$ cat config.mk
export PLATFORM = sky130hd
export DESIGN_NAME = esaxi_wbuf
export DESIGN_NICKNAME = d
export VERILOG_FILES = /design/src/rtl/esaxi_wbuf.sv
export SDC_FILE = /design/constraint.sdc
export NUM_CORES = 1
export LEC_CHECK = 0
export CORE_AREA = 2 2 216 218
export CTS_CLUSTER_DIAMETER = 120
export DETAILED_ROUTE_END_ITERATION = 10
export DIE_AREA = 0 0 218 220
export GPL_TIMING_DRIVEN = 0
export PLACE_DENSITY = 0.72
export SLEW_MARGIN = 15
export SYNTH_ARGS = -nofsm -noshare
export SYNTH_HDL_FRONTEND = slang
export SYNTH_SLANG_ARGS = --single-unit
$ cat constraint.sdc
create_clock -name clk -period 8.8 [get_ports clk]
set_clock_uncertainty 0.05 [all_clocks]
set_input_delay 0.88 -clock clk [delete_from_list [all_inputs] [get_ports clk]]
set_output_delay 0.88 -clock clk [all_outputs]
set_load 0.05 [all_outputs]
$ cat src/rtl/esaxi_wbuf.sv
// Write-beat buffer: captures accepted AXI W beats in a FIFO and drains them to the backend write port.
// Optional ESAXI_WBUF_STATS_EN adds beat and burst counters.
module esaxi_wbuf #(
    parameter int DEPTH = 8,
    parameter int AW    = 32,
    parameter int DW    = 32
) (
    input  logic            clk,
    input  logic            rst,
    input  logic            beat_valid,
    input  logic [AW-1:0]   beat_addr,
    input  logic [DW-1:0]   beat_data,
    input  logic [DW/8-1:0] beat_strb,
    input  logic            beat_last,
    output logic            write_ready,
    output logic            mem_req,
    input  logic            mem_ack,
    output logic [AW-1:0]   mem_addr,
    output logic [DW-1:0]   mem_data,
    output logic [DW/8-1:0] mem_strb,
    output logic            mem_last,
    output logic            ovf_err
`ifdef ESAXI_WBUF_STATS_EN
    ,
    output logic [31:0]     stat_beats,
    output logic [15:0]     stat_bursts
`endif
);
    localparam int PW = $clog2(DEPTH);
    localparam int CW = PW + 1;
    localparam int SW = DW / 8;
    localparam int EW = AW + DW + SW + 1;

    typedef enum logic {OUT_EMPTY, OUT_VALID} out_state_e;

    logic [EW-1:0] store [DEPTH];
    logic [EW-1:0] head;
    logic [PW-1:0] wptr, rptr;
    logic [CW-1:0] count;
    out_state_e    state, state_nx;
    logic          push, pop, fifo_empty;

    assign fifo_empty  = (count == '0);
    assign push        = beat_valid && (count != CW'(DEPTH));
    // Two free slots: the slave sees ready one cycle late, so one beat may still land.
    assign write_ready = (count <= CW'(DEPTH - 2));
    assign head        = store[rptr];

    always_comb begin
        state_nx = state;
        pop      = 1'b0;
        mem_req  = 1'b0;
        case (state)
            OUT_EMPTY: begin
                if (!fifo_empty) begin
                    pop      = 1'b1;
                    state_nx = OUT_VALID;
                end
            end
            OUT_VALID: begin
                mem_req = 1'b1;
                if (mem_ack) begin
                    if (!fifo_empty) pop = 1'b1;
                    else             state_nx = OUT_EMPTY;
                end
            end
            default: state_nx = OUT_EMPTY;
        endcase
    end

    always_ff @(posedge clk) begin
        if (push) store[wptr] <= {beat_addr, beat_data, beat_strb, beat_last};
    end

    always_ff @(posedge clk or posedge rst) begin
        if (rst) begin
            state    <= OUT_EMPTY;
            wptr     <= '0;
            rptr     <= '0;
            count    <= '0;
            ovf_err  <= 1'b0;
            mem_addr <= '0;
            mem_data <= '0;
            mem_strb <= '0;
            mem_last <= 1'b0;
        end else begin
            state <= state_nx;
            if (push) wptr <= wptr + 1'b1;
            if (pop)  rptr <= rptr + 1'b1;
            if (push && !pop)      count <= count + 1'b1;
            else if (pop && !push) count <= count - 1'b1;
            if (beat_valid && !push) ovf_err <= 1'b1;
            if (pop) {mem_addr, mem_data, mem_strb, mem_last} <= head;
        end
    end

`ifdef ESAXI_WBUF_STATS_EN
    always_ff @(posedge clk or posedge rst) begin
        if (rst) begin
            stat_beats  <= '0;
            stat_bursts <= '0;
        end else begin
            if (push) stat_beats <= stat_beats + 1'b1;
            if (mem_req && mem_ack && mem_last) stat_bursts <= stat_bursts + 1'b1;
        end
    end
`endif

endmodule
==> out/results.txt <==
Count of different cell masters after synthesis: 37
Startpoint of the most critical hold path: mem_data[13]
Final-layout setup total negative slack: 0 ns
Die W: 218 um
Vias in the first global route: 13.3k
Average size of a mapped cell: 17.5 sq um
#FFs+latches synth: 633
Post-synthesis cell type with the largest combined area: edfxtp_1
R2R setup slack: 5.68 ns
Post-Synthesis Net Count: 1472
Share of post-route cells with drive strength above 1: 14.5%
Ys flop type: edfxtp_1
Bufs on Longest Clock Path: 3
Share of synthesized cell area in and, or, nand and nor gates: 4.24%
Overall fraction of global-route tracks in use: 22.8%
DIE AREA: 48000 sq um
Reg power frac: 38.6%
CTS Hold Buffers Added: 0
Row Count: 79
Post-CTS Resized: 0
Maximum achievable frequency: 303 MHz
Critical path fanouts, max: 10
Xor/xnor share of the synthesized area: 0.215%
Final hold violation count: 0
Critical path required time: 9.22 ns
Worst reg2reg endpoint: count[3]
Count of buffers from port buffering: 144
Total power: 10500 uW
Critical register-to-register path startpoint: count[0]
Share of the synthesized area in the top cell type: 68.0%
Syn-to-layout area delta: 20.7%
Number of antenna violations at the first check in global routing: 6
# fillers: 3204
Switching component of the power: 3660 uW
Drt total wl: 54200 um
Initial core utilization: 53.2%
DRC violation total after the first TritonRoute iteration: 1090
Final critical-path required period: 3.30 ns
Netlist area before placement: 24400 sq um
Detailed Routing Iterations Pass 1: 5
Clock-pin slew of the registers on the worst-case setup and hold paths: 0.06 ns
Grt total ovfl: 0
Unrepaired setup endpoints after global routing: false
Post CTS Setup Buffer Count: 0
Share of async-settable or async-resettable flops after synthesis: 12.8%
Die Height: 220 um
Class of the tightest hold or removal check: reg2reg
Clock sinks: 633
Peak ir drop on the vdd network: 261 uV
Count of yosys warnings during synthesis: 0
Reported max-cap violation count: 0
Post-Synthesis Cells: 1393
Synthesized-area fraction occupied by ao, oa, aoi and oai cells: 4.54%
Destination of the critical timing path: count[3]
Commonest non-fill, non-tap cell in the layout: edfxtp_1
Area inside the core boundary: 45900 sq um
Setup-violating endpoint count in the final report: 0
Area share of fa/ha/maj cells after synthesis: 0.339%
Clock power share: 25.5%
Worst EP arrival: 3.72 ns
Vias per cell: 5.60
Count of flip-flops with a built-in enable after synthesis: 552
Final cell area excluding filler cells: 29400 sq um
Sw frac: 34.7%
Number of top-level pins: 145
Pint: 6870 uW
Register-to-Register Path Depth: 10
Worst setup EP type: flip-flop
Multiplexer share of the synthesized area: 11.5%
Via Count: 13.0k
Final cycle utilization of the critical path: 37.5%
Standby leakage power: 0.0110 uW
Placement Cell Area: 27300 sq um
Proportion of power drawn by combinational gates: 35.8%
Actual slew at the worst max-slew pin: 0.892 ns
H-tree level count: 2
Placed wire-length estimate after detailed placement: 35600 um
Cells taking the most area after synthesis: edfxtp_1 (68%), mux2i_1 (11%), dfrtp_1 (8.3%)
Worst slew slack as a fraction of its limit: 40.2%
Commonest non-fill, non-tap cells in the layout: edfxtp_1 (552), mux2i_1 (277), nand2_1 (151), clkdlybuf4s50_1 (144), a22oi_1 (138)
Clock buffers created by TritonCTS: 61
Clk root buf: clkbuf_16
Critical path class: in2reg
Global-route wire length before repair: 81200 um
CTS tree: yes
Number of slew-limit violations in the final report: 0
Nets: 1740
Clock latency of the later-clocked register in the worst-skew pair: 0.62 ns
Category of the worst setup path launch point: primary input
Antenna viol nets, final: 0
Launching element of the worst setup path: mem_ack
Result of the run: finished clean
Portion of the post-synthesis area used by sequential elements: 76.3%
Average wire length per cell after detail routing: 23.3 um
Final weighted congestion of routability-driven global placement: 0.724
Power density over cell area: 358 nW/um^2
Maximum number of pins on one net before global-route repair: 47
Dominant combinational cell family by area after synthesis: multiplexers
Residual DRC count: 0
-- sequential cells by signal, summed over array words and instances, names as in the netlist --
signal    flops
count         4
mem_last      1
state         1
mem_data     32
store       552
mem_addr     32
wptr          3
ovf_err       1
mem_strb      4
rptr          3
-- layer usage --
layer / routed length (um) / global-route usage, % / part of all wire, %
met5: 42 / 0 / 0.078
met4: 1130 / 6.35 / 2.1
met3: 3050 / 4.20 / 5.6
met2: 27700 / 39.3 / 51
met1: 22200 / 30.0 / 41
-- how the worst min path moves through the flow --
stage	cells past startpoint	slack [ns]	end
finish	2	0.42	mem_data[13]
global route	1	0.44	ovf_err
CTS	2	0.43	mem_addr[21]
detailed placement	2	0.41	mem_data[13]
global placement	1	0.40	ovf_err
floorplan	1	0.46	rptr[2]
-- cell families (layout without fill, tap and decap cells) --
logic type | count (synthesis) | count (layout)
compound gates | 147 | 147
xor+xnor | 6 | 6
fa+ha+maj | 6 | 6
buf+inv | 82 | 403
flops | 633 | 633
mux | 279 | 279
other cells | 0 | 4
simple gates | 240 | 240
-- metrics by stage --
step                std cells  worst slack [ns]  hold slack, ns  utilization, %
finish                   2325              5.50           0.420            64.2
floorplan                1393             0.601           0.459               -
global placement         2144             -6.30           0.404            58.0
detailed placement       2205              4.85           0.412            59.6
global route             2324              5.32           0.442            64.2
CTS                      2321              5.49           0.427            64.1
-- power by group through the flow --
stage / clock, uW / combinational (uW) / sequential [uW]
CTS: 2720 / 3810 / 4070
global route: 2850 / 4010 / 4120
global placement: 0 / 3590 / 4230
finish: 2690 / 3770 / 4070
detailed placement: 0 / 3790 / 4130
floorplan: 0 / 1910 / 4720
-- synthesized netlist by cell type, drive strengths merged, types with 2 or more instances --
library cell	instances
o21ai	2
a21oi	2
clkbuf	6
nor2	4
nor4	2
mux2	2
nor3	8
nand2	152
nor2b	2
a22oi	138
dfrtp	81
buf	71
nand3	69
ha	5
mux2i	277
xnor2	5
edfxtp	552
nand2b	2
inv	5
-- layout make-up --
class | instances | area, sq um | area share, %
inverters | 5 | 26.3 | 0.0893
clock inverters | 36 | 384 | 1.31
diodes | 4 | 10.0 | 0.0340
multi-input cells | 678 | 5120 | 17.4
plain buffers | 77 | 687 | 2.33
clock buffers | 80 | 1720 | 5.85
flip-flops and latches | 633 | 18600 | 63.2
repair buffers | 205 | 2110 | 7.19
well taps | 607 | 759 | 2.58
-- worst max-delay path, cell delays in order --
cell	delay (ns)
clkdlybuf4s50_1	0.45
inv_1	0.07
a21oi_4	0.47
inv_4	0.22
buf_4	0.25
ha_1	0.23
inv_1	0.15
ha_1	0.26
a21o_1	0.20
a2111oi_0	0.39
o31ai_1	0.14
Power figures use the tool's default switching activity.
